## src/rtl/regression_seq_ctrl.sv

```systemverilog
// Sequencer for the linear-regression coefficient engine: two passes over the
// sample memory with a shared-divider handoff in between.
module regression_seq_ctrl #(
  parameter int N_SAMPLES   = 150,
  parameter int ADDR_W      = 8,
  parameter int DIV_TIMEOUT = 64
) (
  input  logic              clk,
  input  logic              rst,
  input  logic              start,
  output logic [ADDR_W-1:0] mem_addr,
  output logic              mem_rd,
  output logic              clr_acc,
  output logic              acc_en,
  output logic              ld_means,
  output logic              div_start,
  input  logic              div_done,
  output logic              ld_b1,
  output logic              ld_b0,
  output logic              err_en,
  output logic              busy,
  output logic              done,
  output logic              fail
);

  localparam int TW = $clog2(DIV_TIMEOUT + 1);
  localparam logic [ADDR_W-1:0] LAST = ADDR_W'(N_SAMPLES - 1);
  localparam logic [TW-1:0]     LIM  = TW'(DIV_TIMEOUT - 1);

  typedef enum logic [3:0] {
    S_IDLE, S_INIT, S_ACC, S_DRAIN1, S_DIV_WAIT, S_B0, S_ERR, S_DRAIN2, S_DONE
  } state_t;

  state_t            state_q, state_d;
  logic [ADDR_W-1:0] addr_q, addr_d;
  logic [TW-1:0]     tmo_q, tmo_d;
  logic              fail_q, fail_d;
  logic              acc_en_q, err_en_q;

  always_ff @(posedge clk or posedge rst) begin
    if (rst) begin
      state_q  <= S_IDLE;
      addr_q   <= '0;
      tmo_q    <= '0;
      fail_q   <= 1'b0;
      acc_en_q <= 1'b0;
      err_en_q <= 1'b0;
    end else begin
      state_q  <= state_d;
      addr_q   <= addr_d;
      tmo_q    <= tmo_d;
      fail_q   <= fail_d;
      // data arrives one cycle after the read strobe
      acc_en_q <= (state_q == S_ACC);
      err_en_q <= (state_q == S_ERR);
    end
  end

  always_comb begin
    state_d = state_q;
    addr_d  = addr_q;
    tmo_d   = '0;
    fail_d  = fail_q;
    case (state_q)
      S_IDLE: if (start) begin
        state_d = S_INIT;
        fail_d  = 1'b0;
      end
      S_INIT: begin
        addr_d  = '0;
        state_d = S_ACC;
      end
      S_ACC: begin
        if (addr_q == LAST) state_d = S_DRAIN1;
        else                addr_d  = addr_q + ADDR_W'(1);
      end
      S_DRAIN1: state_d = S_DIV_WAIT;
      S_DIV_WAIT: begin
        // div_done on the limit cycle still wins over the timeout
        if (div_done)           state_d = S_B0;
        else if (tmo_q == LIM) begin
          state_d = S_DONE;
          fail_d  = 1'b1;
        end else                tmo_d   = tmo_q + TW'(1);
      end
      S_B0: begin
        addr_d  = '0;
        state_d = S_ERR;
      end
      S_ERR: begin
        if (addr_q == LAST) state_d = S_DRAIN2;
        else                addr_d  = addr_q + ADDR_W'(1);
      end
      S_DRAIN2: state_d = S_DONE;
      S_DONE:   state_d = S_IDLE;
      default:  state_d = S_IDLE;
    endcase
  end

  always_comb begin
    mem_addr  = addr_q;
    mem_rd    = (state_q == S_ACC) || (state_q == S_ERR);
    clr_acc   = (state_q == S_INIT);
    acc_en    = acc_en_q;
    ld_means  = (state_q == S_DRAIN1);
    div_start = (state_q == S_DIV_WAIT) && (tmo_q == '0);
    ld_b1     = (state_q == S_DIV_WAIT) && div_done;
    ld_b0     = (state_q == S_B0);
    err_en    = err_en_q;
    busy      = (state_q != S_IDLE);
    done      = (state_q == S_DONE);
    fail      = fail_q;
  end

endmodule

```

## config.mk

```make
export PLATFORM = sky130hd
export DESIGN_NAME = regression_seq_ctrl
export DESIGN_NICKNAME = d
export VERILOG_FILES = /design/src/rtl/regression_seq_ctrl.sv
export SDC_FILE = /design/constraint.sdc
export NUM_CORES = 1
export LEC_CHECK = 0
export ABC_AREA = 0
export BUFFER_PORTS_ARGS = -buffer_cell sky130_fd_sc_hd__buf_2
export CORE_MARGIN = 8
export CORE_UTILIZATION = 33
export CTS_CLUSTER_DIAMETER = 200
export DETAILED_ROUTE_END_ITERATION = 7
export GPL_TIMING_DRIVEN = 1
export PLACE_DENSITY = 0.51
export SYNTH_ARGS = -nofsm -noshare
export SYNTH_HDL_FRONTEND = slang
export SYNTH_SLANG_ARGS = --single-unit
```

## constraint.sdc

```tcl
create_clock -name clk -period 1.8 [get_ports clk]
set_input_delay 0.27 -clock clk [delete_from_list [all_inputs] [get_ports clk]]
set_output_delay 0.27 -clock clk [all_outputs]
set_load 0.01 [all_outputs]
```

==> flow_summary.json <==
{
  "power_frac_comb_pct": 46.3,
  "critPathLaunchType": "flip-flop",
  "tightest_slew_ps": 463,
  "ys_seq_area_share_pct": 45.3,
  "finalSetupViolCount": 0,
  "cp_max_fo": 6,
  "cts_buffers": 3,
  "place_area_mm2": 0.00141,
  "clk_pin_slew_ps": 80,
  "synth_flop_cell": "dfrtp_1",
  "ios": 23,
  "tritoncts": "done",
  "post-route-period-util_pct": 98.6,
  "critPathRequiredTime_ps": 1530,
  "synthArstFlopShare_pct": 100,
  "arrival_ps": 1500,
  "fmax_mhz": 564,
  "synth-edff-count": 0,
  "skew_ps": 0.800,
  "synth.top_cells.by_count": "dfrtp_1 (22), nand2_1 (11), nor2_1 (11), inv_1 (7), nor3_1 (5)",
  "max-clock-path-buffers": 2,
  "hold_viol": 0,
  "cts-root-buf": "clkbuf_8",
  "rsz0062_at_grt": "yes",
  "gp_congestion": 0.805,
  "ant_nets": 0,
  "powerDensity_mw_per_mm2": 1280,
  "clock_power_share_pct": 15.6,
  "gr-usage-all-layers_pct": 9.45,
  "period_minus_slack_ps": 1770,
  "synthTopCellsByArea": "dfrtp_1 (45%), ha_1 (4.1%), nand2_1 (3.4%)",
  "die_area_mm2": 0.00588,
  "yosysMostFrequentCell": "dfrtp_1",
  "dp.cells": 194,
  "syn_inst": 123,
  "die_h_um": 76.7,
  "setup_ws_ps": 25.7,
  "synth.distinct_cells": 41,
  "status": "finished, final reports clean",
  "rows": 22,
  "n_antenna_cell": 0,
  "area.growth.synth_to_final_pct": 22.5,
  "ir_drop_mv": 0.525,
  "detailed_place_hpwl_um": 2050,
  "overflow": 0,
  "multi_input_area_um2": 614,
  "antenna_found_initial": 0,
  "grt_pass1_vias": 1000,
  "mappedNetlistArea_mm2": 0.00121,
  "r2r_setup_slack_ps": 70,
  "core_mm2": 0.00361,
  "wl_per_cell_um": 13.7,
  "drt-initial-drc-count": 52,
  "syn_area_per_cell_um2": 9.88,
  "endpoint_kind": "output pin",
  "criticalPathCategory": "flip-flop to output pin",
  "cts_sinks": 22,
  "fin_hold_ws_ps": 41.1,
  "clock_latency_ps": 250,
  "grt_pass1_wl_um": 4650,
  "yosysTopAreaCellShare_pct": 45.3,
  "cap_viol_max_count": 0,
  "fp.dieW_um": 76.7,
  "drive_above_1_share_pct": 27.5,
  "numPortBuffers": 22,
  "layout.cells.non_filler": 201,
  "slew-limit-headroom_pct": 69.0,
  "dp_slack_ps": 159,
  "initial_core_util_pct": 33.7,
  "routed_wl_um": 2760,
  "min_path_type": "primary input to async pin",
  "synth_warnings": 0,
  "yosys_register_bits": 22,
  "dr_total_vias": 1024,
  "intPower_mw": 1.17,
  "register_area_um2": 553,
  "dr.pass1.iters": 4,
  "p_switching_uw": 726,
  "synth_nets": 131,
  "drc_errors": 0,
  "nets": 163,
  "synth_area_leader_cell": "dfrtp_1",
  "maxSlewViolCount": 0,
  "n_fill_cell": 345,
  "via_per_inst": 5.09,
  "grt_max_degree": 23,
  "htreeDepth": 1,
  "seqPwrFrac_pct": 38.1,
  "final_area_mm2": 0.00149,
  "p_leak_nw": 0.697,
  "switching_share_pct": 38.3
}
-- sequential cells by signal, indices dropped and copies added, names as in the netlist --
signal / flops
tmo_q: 7
state_q: 4
mem_addr: 8
err_en: 1
acc_en: 1
fail: 1
-- placed cells by master, fill, tap and decap left out, types with 4 or more instances in the layout --
cell type | synthesis | final
o21ai_0 | 4 | 4
ha_1 | 4 | 4
nand2_1 | 11 | 11
dfrtp_1 | 22 | 20
buf_4 | 0 | 11
inv_1 | 7 | 7
mux2i_1 | 4 | 4
nor2_1 | 11 | 11
buf_2 | 4 | 22
nor3_1 | 5 | 5
-- per-layer routing --
layer | global-route usage [%] | vias up | wire (um)
li1 | - | 501 | -
met1 | 12.7 | 488 | 1410
met2 | 14.0 | 33 | 1190
met3 | 1.86 | 2 | 117
met4 | 4.62 | 0 | 34
met5 | 0 | - | 0
-- final timing paths --
kind | start | to | cells after the start
worst min-delay path | rst | tmo_q[0]$_DFF_PP0_ | 3
worst min register to register | tmo_q[0]$_DFF_PP0_ | tmo_q[0]$_DFF_PP0_ | 1
worst max-delay path | state_q[0]$_DFFE_PP0P_ | mem_rd | 3
min in group clk | start | fail$_DFFE_PP0P_ | 3
max in group asynchronous | rst | state_q[3]$_DFFE_PP0P_ | 3
worst max register to register | state_q[0]$_DFFE_PP0P_ | mem_addr[7]$_DFFE_PP0P_ | 4
-- stage by stage --
step | power, mW | setup TNS (ps) | utilization (%)
2_1_floorplan | 1.26 | 0 | -
3_3_place_gp | 1.54 | 0 | 39.1
3_5_place_dp | 1.55 | 0 | 39.1
4_1_cts | 1.92 | 0 | 41.0
5_1_grt | 2.03 | -5.63 | 41.3
6_report | 1.90 | 0 | 41.3
-- worst max-delay path, cell delays in order, from the launching register on --
cell and delay (ps):
dfrtp_2 440, buf_4 160, nor3b_2 430, buf_2 220
-- power groups by stage --
stage | sequential, mW | combinational (mW) | clock (mW)
after floorplan | 0.703 | 0.557 | 0
after global placement | 0.729 | 0.808 | 0
after detailed placement | 0.741 | 0.810 | 0
after CTS | 0.727 | 0.877 | 0.312
after global routing | 0.738 | 0.968 | 0.322
final | 0.723 | 0.878 | 0.296
-- layout make-up --
| cell class | count | area share, % |
|---|---|---|
| multi-input combinational | 88 | 41.3 |
| sequential | 22 | 37.2 |
| clock buffer | 3 | 2.78 |
| timing repair buffer | 33 | 13.0 |
| inverter | 7 | 1.77 |
| tap | 48 | 4.04 |
-- cell families after synthesis --
kind of cell    Yosys count  share of synthesized area, %
xor+xnor                  4                          2.88
buf+inv                  13                          4.43
flops                    22                          45.3
fa+ha+maj                 4                          4.12
simple gates             55                          27.3
compound gates           20                          11.7
mux                       5                          4.22
-- timing repair --
item / in CTS / in global routing
pin swaps: 1 / 0
hold buffers: 0 / 0
resized for setup: 3 / 0
setup buffers: 3 / 1
setup endpoints to repair: 3 / 3
Power figures use the tool's default switching activity.
